==> src/rtl/dac_serial_multi.sv <==
// Multi-channel serial DAC driver: shifts one word per enabled channel over a shared
// SCLK/SDI bus with per-channel chip selects, then strobes LD_n; also issues CLR_n pulses.
module dac_serial_multi #(
  parameter int unsigned DATA_W    = 12,
  parameter int unsigned NUM_CH    = 2,
  parameter int unsigned CLK_DIV   = 4,
  parameter int unsigned LD_CYCLES = 3
) (
  input  logic                     clk_50M,
  input  logic                     rst,
  input  logic                     locked,
  input  logic                     start,
  output logic                     ready,
  input  logic [NUM_CH*DATA_W-1:0] ch_data,
  input  logic [NUM_CH-1:0]        ch_mask,
  input  logic                     clr_req,
  output logic                     done,
  output logic [NUM_CH-1:0]        CS_n,
  output logic                     SCLK,
  output logic                     SDI,
  output logic                     LD_n,
  output logic                     CLR_n
);

  localparam int unsigned ChW    = (NUM_CH > 1) ? $clog2(NUM_CH) : 1;
  localparam int unsigned BitW   = (DATA_W > 1) ? $clog2(DATA_W) : 1;
  localparam int unsigned CntMax = (CLK_DIV > LD_CYCLES) ? CLK_DIV : LD_CYCLES;
  localparam int unsigned CntW   = $clog2(CntMax + 1);
  localparam logic [CntW-1:0] DivLast = CntW'(CLK_DIV - 1);
  localparam logic [CntW-1:0] LdLast  = CntW'(LD_CYCLES - 1);

  typedef enum logic [2:0] {
    StIdle, StCsSetup, StShiftLo, StShiftHi, StCsHold, StLdPulse, StClrPulse, StDone
  } state_e;

  state_e                    state_q;
  logic [CntW-1:0]           cnt_q;
  logic [BitW-1:0]           bit_q;
  logic [ChW-1:0]            ch_q;
  logic [NUM_CH-1:0]         mask_q;
  logic [NUM_CH*DATA_W-1:0]  data_q;
  logic                      clr_pend_q;

  logic                      first_found, nxt_found;
  logic [ChW-1:0]            first_ch, nxt_ch;
  logic [DATA_W-1:0]         word;

  assign ready = (state_q == StIdle) & locked & ~clr_pend_q & ~clr_req;

  // Descending scan so the lowest-index enabled channel wins.
  always_comb begin
    first_found = 1'b0;
    first_ch    = '0;
    nxt_found   = 1'b0;
    nxt_ch      = '0;
    for (int i = NUM_CH - 1; i >= 0; i--) begin
      if (ch_mask[i]) begin
        first_found = 1'b1;
        first_ch    = ChW'(i);
      end
      if (mask_q[i] && (i > int'(ch_q))) begin
        nxt_found = 1'b1;
        nxt_ch    = ChW'(i);
      end
    end
    word = data_q[int'(ch_q)*DATA_W +: DATA_W];
  end

  always_ff @(posedge clk_50M or posedge rst) begin
    if (rst) begin
      state_q    <= StIdle;
      cnt_q      <= '0;
      bit_q      <= '0;
      ch_q       <= '0;
      mask_q     <= '0;
      data_q     <= '0;
      clr_pend_q <= 1'b0;
      CS_n       <= '1;
      SCLK       <= 1'b1;
      SDI        <= 1'b0;
      LD_n       <= 1'b1;
      CLR_n      <= 1'b1;
      done       <= 1'b0;
    end else begin
      // A request arriving during a running clear pulse is merged into it.
      if (clr_req && (state_q != StIdle) && (state_q != StClrPulse)) clr_pend_q <= 1'b1;

      unique case (state_q)
        StIdle: begin
          if (locked && (clr_pend_q || clr_req)) begin
            state_q    <= StClrPulse;
            CLR_n      <= 1'b0;
            cnt_q      <= LdLast;
            clr_pend_q <= 1'b0;
          end else if (start && ready) begin
            data_q <= ch_data;
            mask_q <= ch_mask;
            if (first_found) begin
              state_q <= StCsSetup;
              ch_q    <= first_ch;
              CS_n    <= ~(NUM_CH'(1) << first_ch);
              cnt_q   <= DivLast;
            end else begin
              state_q <= StDone;
            end
          end else if (clr_req) begin
            clr_pend_q <= 1'b1;
          end
        end
        StCsSetup: begin
          if (cnt_q != '0) cnt_q <= cnt_q - 1'b1;
          else begin
            state_q <= StShiftLo;
            SCLK    <= 1'b0;
            SDI     <= word[DATA_W-1];
            bit_q   <= BitW'(DATA_W - 1);
            cnt_q   <= DivLast;
          end
        end
        StShiftLo: begin
          if (cnt_q != '0) cnt_q <= cnt_q - 1'b1;
          else begin
            state_q <= StShiftHi;
            SCLK    <= 1'b1;
            cnt_q   <= DivLast;
          end
        end
        StShiftHi: begin
          if (cnt_q != '0) cnt_q <= cnt_q - 1'b1;
          else if (bit_q == '0) begin
            state_q <= StCsHold;
            CS_n    <= '1;
            SDI     <= 1'b0;
            cnt_q   <= DivLast;
          end else begin
            state_q <= StShiftLo;
            SCLK    <= 1'b0;
            SDI     <= word[bit_q - BitW'(1)];
            bit_q   <= bit_q - BitW'(1);
            cnt_q   <= DivLast;
          end
        end
        StCsHold: begin
          if (cnt_q != '0) cnt_q <= cnt_q - 1'b1;
          else if (nxt_found) begin
            state_q <= StCsSetup;
            ch_q    <= nxt_ch;
            CS_n    <= ~(NUM_CH'(1) << nxt_ch);
            cnt_q   <= DivLast;
          end else begin
            state_q <= StLdPulse;
            LD_n    <= 1'b0;
            cnt_q   <= LdLast;
          end
        end
        StLdPulse: begin
          if (cnt_q != '0) cnt_q <= cnt_q - 1'b1;
          else begin
            state_q <= StDone;
            LD_n    <= 1'b1;
            done    <= 1'b1;
          end
        end
        StClrPulse: begin
          if (cnt_q != '0) cnt_q <= cnt_q - 1'b1;
          else begin
            state_q <= StIdle;
            CLR_n   <= 1'b1;
          end
        end
        StDone: begin
          // An empty frame enters with done low and raises it one cycle later.
          if (!done) done <= 1'b1;
          else begin
            done    <= 1'b0;
            state_q <= StIdle;
          end
        end
        default: state_q <= StIdle;
      endcase
    end
  end

endmodule

==> config.mk <==
export PLATFORM = sky130hd
export DESIGN_NAME = dac_serial_multi
export DESIGN_NICKNAME = d
export VERILOG_FILES = /design/src/rtl/dac_serial_multi.sv
export SDC_FILE = /design/constraint.sdc
export NUM_CORES = 1
export LEC_CHECK = 0
export CAP_MARGIN = 20
export CORE_MARGIN = 3
export CORE_UTILIZATION = 56
export CTS_CLUSTER_SIZE = 40
export DETAILED_ROUTE_END_ITERATION = 16
export PLACE_DENSITY_LB_ADDON = 0.1
export SETUP_SLACK_MARGIN = 0.05
export SYNTH_ARGS = -nofsm -noshare
export SYNTH_HDL_FRONTEND = slang
export SYNTH_SLANG_ARGS = --single-unit
==> constraint.sdc <==
create_clock -name clk_50M -period 5.7 [get_ports clk_50M]
set_input_delay 1.14 -clock clk_50M [delete_from_list [all_inputs] [get_ports clk_50M]]
set_output_delay 1.14 -clock clk_50M [all_outputs]
set_load 0.005 [all_outputs]
# After elaboration in Yosys (flattened, before gate mapping)
# Index checks and enable logic that the tools add are counted.
dict set report totals {
  register_bits 45
  in_bits 31
  output_inout_bits 8
  wordCells 152
}
dict set report classes {
  addsub 2
  mul 1
  n_lt_le_gt_ge 2
  eq_ne 26
  shift 3
  mux 66
  n_bitwise 8
  reduce_logical 31
}
# operator n
set op_table {}
lappend op_table {{two-way mux 3 bit} 18}
lappend op_table {{two-way mux 1 bit} 27}
lappend op_table {{!= test 2 bit, second input constant} 13}
lappend op_table {{one-hot mux 3 bit (8 select lines)} 1}
lappend op_table {{variable part select 24 x 6 -> 12 bit} 1}
lappend op_table {{AND reduction 8 bit} 2}
lappend op_table {{two-way mux 2 bit} 7}
lappend op_table {{== test 3 bit, second input constant} 4}
lappend op_table {{two-way mux 4 bit} 3}
lappend op_table {{one-hot mux 3 bit (4 select lines)} 1}
lappend op_table {{AND reduction 4 bit} 3}
lappend op_table {{nonzero test 3 bit} 4}
lappend op_table {{one-hot mux 1 bit (2 select lines)} 5}
lappend op_table {{nonzero test 2 bit} 5}
lappend op_table {{AND reduction 3 bit} 3}
lappend op_table {{one-hot mux 4 bit (2 select lines)} 1}
lappend op_table {{== test 3 x 2 -> 1 bit, second input constant} 2}
lappend op_table {{!= test 2 x 1 -> 1 bit, second input constant} 3}
lappend op_table {{one-hot mux 2 bit (3 select lines)} 1}
lappend op_table {{AND reduction 6 bit} 1}
lappend op_table {{logical AND 1 bit} 5}
lappend op_table {{less-than comparator 4 x 5 -> 1 bit, second input constant} 1}
lappend op_table {{AND reduction 5 bit} 1}
lappend op_table {{binary-select mux 1 bit (select 4 bit)} 1}
lappend op_table {{20 further kinds} 26}

# Depth between registers and ports, before layout
# Gate-level depths: netlist of run 1.
dict set report logic_depth {
  depth_word 8
  ltp_mapped 9
  mapped_depth_nobuf 7
}

# Worst setup path before layout of run 1
# No wires, ideal clock.
dict set report synth_timing {
  kind {input -> output}
  startpoint {input clr_req}
  endpoint {output ready}
  arrival_time_ns 1.511
  required_time_ns 4.560
  setup_slack_ns 3.049
  cell_stages 2
  path_buffers 0
  path_cell_list {nor2_1 and3_4}
}
dict set report synth_between {
  elab_chain_len 2
}
# element line
set synth_lines {}
lappend synth_lines {{from (decl)} 16} ;# input logic clr_req,
lappend synth_lines {{inverter 1 bit} 48} ;# assign ready = (state_q == StIdle) & locked & ~clr_pend_q & ~clr_req;
lappend synth_lines {{bitwise AND 1 bit} 48}
lappend synth_lines {{to (decl)} 13} ;# output logic ready,
# No other way between the ends.

# Final worst setup path of run 1
dict set report layout_timing {
  startpoint {input locked}
  endpoint {output ready}
}
dict set report layout_between {
  elab_chain_len 3
}
# element line
set layout_lines {}
lappend layout_lines {{from (decl)} 11} ;# input logic locked,
lappend layout_lines {{bitwise AND 1 bit (3 in a row)} 48}
# No other way between the ends.

==> reports/metrics.yaml, run 1 <==
outcome:
  status: "completed"
sta:
  finalSetupViolations: 0
  holdWs_ns: 0.499
  rsz0062_at_grt: "false"
  setup_tns_ns: 0
  finalCritPeriodShare: 0.645
  slew_viol_final: 0
  post-route-min-period_ns: 3.67
  worst_pin_slew_ns: 0.826
  fmaxAchievable_mhz: 272
  finClkSkew_ns: 0.0130
  finalHoldViolCount: 0
  slew-limit-headroom: 0.449
critical_path:
  r2r_slack_ns: 3.34
  critical_path.max_fanout: 8
  crit_path_end_kind: "output port"
  worst_path_max_delay_cell: "clkdlybuf4s50_1"
  crit_top_cell: "clkdlybuf4s50_1"
  path_delay_family: "buffers and inverters"
  max_stage_delay_ns: 0.61
  arrival_ns: 2.53
  cp_num_buf_inv: 2
  required_ns: 4.56
  crit_chain: "clkdlybuf4s50_1 -> and3_4 -> clkdlybuf4s50_1"
  crit_type: "in -> out"
  critPathLaunchType: "input pin"
clock_tree:
  postCtsHoldBufs: 0
  cts.sinks: 44
  clk_pin_slew_ns: 0.09
  cts_inserted_buffers: 5
  cts.htree.levels: 2
  clock_path_buffers: 2
  post_cts_resized: 0
  cts-root-buf: "clkbuf_8"
  clock_latency_ns: 0.30
  cts_tree: "done"
  post_cts_buffers: 0
power:
  p_per_area_nw_per_um2: 503
  p_leak_nw: 1.32
  pwr-share-seq: 0.429
  p_sw_frac: 0.378
  p_int_uw: 963
  combPwrFrac: 0.439
  ir_worst_vdd_mv: 0.246
  total_power_mw: 1.55
  p_clk_frac: 0.132
  p_sw_uw: 586
cells_and_area:
  diodes: 0
  final_util: 0.693
  design_area_um2: 3080
  fin_nets: 302
  syn_to_final_growth_pct: 16.8
  nFillCells: 353
  drive_gt1_frac: 0.219
detailed_routing:
  drt_wl_total_mm: 5.23
  drt_iter0_drc: 124
  dr.pass1.iters: 4
  wl_per_cell_um: 16.3
  drc: 0
  routed_via_density: 5.94
  final_antenna_net_count: 0
  num_vias: 1907
logic_synthesis:
  syn_inst: 237
  synthArstFlopShare: 1.00
  synth_seq_cells: 44
  synth-seq-area-share: 0.420
  ys_types: 57
  syn_area_um2: 2640
  synth_top_cell_area_share: 0.370
  synth_edf_count: 0
  syn_nets: 271
  synth_ff_type: "dfrtp_1"
  ys_warn_count: 0
  synth.largest_area_cell: "dfrtp_1"
  synthTopCellsByArea: "dfrtp_1 (37%), mux2_4 (11%), dfstp_2 (5.0%)"
  syn_avg_cell_area_um2: 11.1
global_routing:
  grt_pass1_vias: 1833
  antenna_found_initial: 0
  grt-ovfl-total: 0
  grt_pass1_wl_mm: 8.91
  grt_max_degree: 45
  groute.usage.overall: 0.209
floorplan:
  io_pins: 39
  die_h_um: 74.6
  die_w_um: 74.6
  fp-row-count: 24
  fp.coreArea_um2: 4440
  die_area_um2: 5570
  start_util: 0.593
place:
  postPlaceCellArea_um2: 2980
  gp_congestion: 0.829
  place_hpwl_mm: 3.75
  place.port_buffers: 38
job:
  drv_cap: 0
min_path:
  hold_path.class: "reg -> reg"
metal layers:
metal  track usage  wire length, um
met1         0.306             2520
met2         0.322             2450
met3        0.0441              216
met4        0.0474               43
met5             0                0
state kept, by name (all words and copies together) (netlist names):
signal,cells
SDI,1
mask_q,1
clr_pend_q,1
CLR_n,1
done,1
bit_q,4
CS_n,2
ch_q,1
data_q,24
LD_n,1
SCLK,1
state_q,3
cnt_q,3
area by class of cell:
cell class                 count  area (um2)  area share
timing repair buffer          39         388       0.126
clock buffer                   7        86.3      0.0280
sequential                    44        1110       0.360
multi-input combinational    170        1390       0.453
inverter                       8        30.0     0.00976
clock inverter                 1        7.51     0.00244
tap                           52        65.1      0.0211
through the flow:
stage	setup slack (ns)	cells
6_report	2.03	321
5_1_grt	1.98	321
4_1_cts	2.04	321
3_5_place_dp	2.04	313
3_3_place_gp	2.05	313
2_1_floorplan	3.05	237
worst register-to-register path, stage by stage, from the launching register on:
cell      delay, ns
dfrtp_1        0.62
inv_1          0.12
ha_1           0.53
mux4_2         0.55
nand2_1        0.08
nand2_1        0.07
o221ai_1       0.18
o21ai_1        0.09
Yosys cell counts (all sizes together), types with 5 or more instances:
cell    n
nand2  14
nor2   22
a21oi  19
mux4    6
nand3   5
o21ai  20
inv     8
nor3    7
dfstp   5
buf    13
mux2   29
dfrtp  39
worst paths after layout:
check	start	endpoint	depth (start not counted)
setup / recovery	locked	ready	3
hold / removal	LD_n	LD_n	2
setup reg to reg	bit_q[0]	SDI	7
hold reg to reg	LD_n	LD_n	2
max in group asynchronous	rst	CLR_n	3
min in group asynchronous	rst	clr_pend_q	3
cell usage in the layout (no fill, tap or decap), types with 2 or more instances in the layout:
| master | instances |
|---|---|
| a21oi_1 | 17 |
| a22o_1 | 2 |
| a31oi_1 | 2 |
| and3_4 | 2 |
| clkbuf_8 | 6 |
| clkdlybuf4s50_1 | 38 |
| dfrtp_1 | 39 |
| dfstp_2 | 5 |
| ha_1 | 3 |
| inv_1 | 7 |
| mux2_1 | 2 |
| mux2_2 | 7 |
| mux2_4 | 20 |
| mux2i_1 | 2 |
| mux4_2 | 5 |
| nand2_1 | 12 |
| nand2b_1 | 4 |
| nand3_1 | 5 |
| nand4_1 | 3 |
| nor2_1 | 21 |
| nor2b_1 | 3 |
| nor3_1 | 5 |
| o21a_1 | 2 |
| o21ai_0 | 15 |
| o21ai_1 | 5 |
| o31ai_1 | 4 |
| xnor2_1 | 2 |
power groups by stage:
stage,clock (mW),combinational (mW),sequential (mW)
floorplan,0,0.544,0.486
global placement,0,0.663,0.659
detailed placement,0,0.676,0.670
CTS,0.207,0.682,0.664
global route,0.224,0.750,0.693
finish,0.204,0.680,0.664
logic make-up (layout without fill, tap and decap cells):
family,after synthesis,after routing,synth area share
muxes,37,37,0.213
and+or+nand+nor,66,66,0.141
AOI/OAI and AO/OA,61,61,0.151
buffers and inverters,23,55,0.0513
DFF,44,44,0.420
adders and majority gates,3,3,0.0142
xor gates and xnor gates,3,3,0.00997
Power figures use the tool's default switching activity.
==> inputs of run 2 (changes only) <==
Settings changed: CORE_UTILIZATION 56 to 49.
Clock period 5.7 ns to 3 ns, I/O delays scaled along.
==> run 2 against run 1 <==
Effect of this change:
- clock skew is 0.0055 ns lower
- register-to-register slack lost 2.4 ns
- sequential share of layout area down 0.73 points
- cell area rose by 2.1%
- critical endpoint unchanged
- highest routed layer unchanged
==> reports/metrics.yaml, run 2 (synthesized netlist as in run 1, its figures left out) <==
clock_tree:
  clock_path_buffers: 2  # unchanged
  cts-root-buf: "clkbuf_8"
  cts.htree.levels: 2  # unchanged
  post_cts_buffers: 0  # unchanged
  post_cts_resized: 0  # unchanged
  clock_latency_ns: 0.30  # about the same
  cts_inserted_buffers: 5  # unchanged
  cts_tree: "done"
  cts.sinks: 44  # unchanged
  clk_pin_slew_ns: 0.08  # about the same
  postCtsHoldBufs: 0  # unchanged
min_path:
  hold_path.class: "reg -> reg"
critical_path:
  crit_type: "in -> out"
  critical_path.max_fanout: 3  # -5
  crit_path_end_kind: "output port"
  required_ns: 2.40  # -2.16 ns
  critPathLaunchType: "input pin"
  arrival_ns: 1.99  # -0.54 ns
place:
  gp_congestion: 0.848  # +2.3%
  place.port_buffers: 38  # unchanged
  postPlaceCellArea_um2: 3050  # +2.3%
  place_hpwl_mm: 3.89  # +3.5%
floorplan:
  fp.coreArea_um2: 5140  # +16%
  io_pins: 39  # unchanged
  die_w_um: 79.4  # +6.4%
  start_util: 0.513  # -0.0803
  fp-row-count: 26  # +8.3%
  die_area_um2: 6300  # +13%
  die_h_um: 79.4  # +6.4%
cells_and_area:
  diodes: 0  # unchanged
  top_regs: "data_q: 24 flops, bit_q: 4 flops"
  drive_gt1_frac: 0.233  # +0.0134
  largest_register_ffs: 24  # unchanged
  final_cell_mix: "dfrtp_1 (39), clkdlybuf4s50_1 (38), nor2_1 (21)"
  syn_to_final_growth_pct: 19.2
  design_area_um2: 3140  # +2.1%
  regMostFlops: "data_q"
  final_common_cell: "dfrtp_1"
  fin_nets: 308  # +2.0%
sta:
  fmaxAchievable_mhz: 386
  holdWs_ns: 0.495  # -0.00379 ns
  worst_pin_slew_ns: 0.499  # -0.326 ns
  rsz0062_at_grt: "false"
  slew-limit-headroom: 0.665  # +0.217
  setup_tns_ns: 0  # unchanged
  post-route-min-period_ns: 2.59
  finalSetupViolations: 0  # unchanged
  slew_viol_final: 0  # unchanged
  finalHoldViolCount: 0  # unchanged
  finClkSkew_ns: 0.00754  # -0.00547 ns
  finalCritPeriodShare: 0.864
power:
  p_per_area_nw_per_um2: 845  # +68%
  total_power_mw: 2.65  # +71%
  p_leak_nw: 1.35  # +2.3%
  ir_worst_vdd_mv: 0.325  # +32%
global_routing:
  grt_pass1_wl_mm: 9.20  # +3.3%
  grt-ovfl-total: 0  # unchanged
  grt_pass1_vias: 1911  # +4.3%
  grt_max_degree: 26  # -42%
  groute.usage.overall: 0.187  # -0.0221
  antenna_found_initial: 0  # unchanged
detailed_routing:
  drc: 0  # unchanged
  wl_per_cell_um: 15.3  # -6.3%
  dr.pass1.iters: 4  # unchanged
  drt_wl_total_mm: 5.27  # +0.69%
  drt_iter0_drc: 132  # +6.5%
  final_antenna_net_count: 0  # unchanged
  routed_via_density: 5.51  # -7.2%
  num_vias: 1902  # -0.26%
outcome:
  status: "completed"
job:
  drv_cap: 0  # unchanged
[run 2: changes by cell type in the layout (fill, tap and decap cells not counted), sizes merged]
cell,change
clkinvlp,-1
clkbuf,+1
buf,+6
[run 2: worst paths after layout]
| path | from | cells past startpoint | endpoint | slack [ns] |
|---|---|---|---|---|
| worst max-delay path | clr_req | 4 | ready | 0.41 |
| worst min-delay path | LD_n | 2 | LD_n | 0.50 |
| worst max register to register | bit_q[1] | 7 | SDI | 0.92 |
| worst min register to register | LD_n | 2 | LD_n | 0.50 |
| max in group asynchronous | rst | 3 | CLR_n | 1.81 |
| min in group asynchronous | rst | 2 | data_q[18] | 0.57 |
[run 2: worst max-delay path, stage by stage]
cell and delay, ns:
clkdlybuf4s50_1 0.45, nor2_1 0.20, and3_4 0.24, clkdlybuf4s50_1 0.50
[run 2: through the flow]
step | setup slack, ns | utilization | cells
floorplan | 0.868 | - | 237
global placement | 0.457 | 0.594 | 337
detailed placement | 0.415 | 0.594 | 337
CTS | 0.414 | 0.611 | 345
global route | 0.369 | 0.611 | 345
finish | 0.407 | 0.611 | 345
[run 2: power by group]
part	leakage, nW	switching (mW)	internal [mW]
Sequential	0.553	0.175	0.804
Combinational	0.752	0.646	0.648
Clock	0.0455	0.193	0.188
[run 2: final cells by class]
type,count,area [um2]
Timing Repair Buffer,45,433
Sequential cell,44,1110
Fill cell,464,2000
Tap cell,70,87.6
Inverter,8,30.0
Clock buffer,8,90.1
Multi-Input combinational cell,170,1390
[run 2: per-layer routing]
layer	global-route usage	wire, um	vias up	part of all wire
met5	0	0	-	0
met4	0.0636	70	0	0.013
met3	0.0397	288	7	0.055
met2	0.274	2300	53	0.44
met1	0.273	2610	907	0.49
li1	-	-	935	-
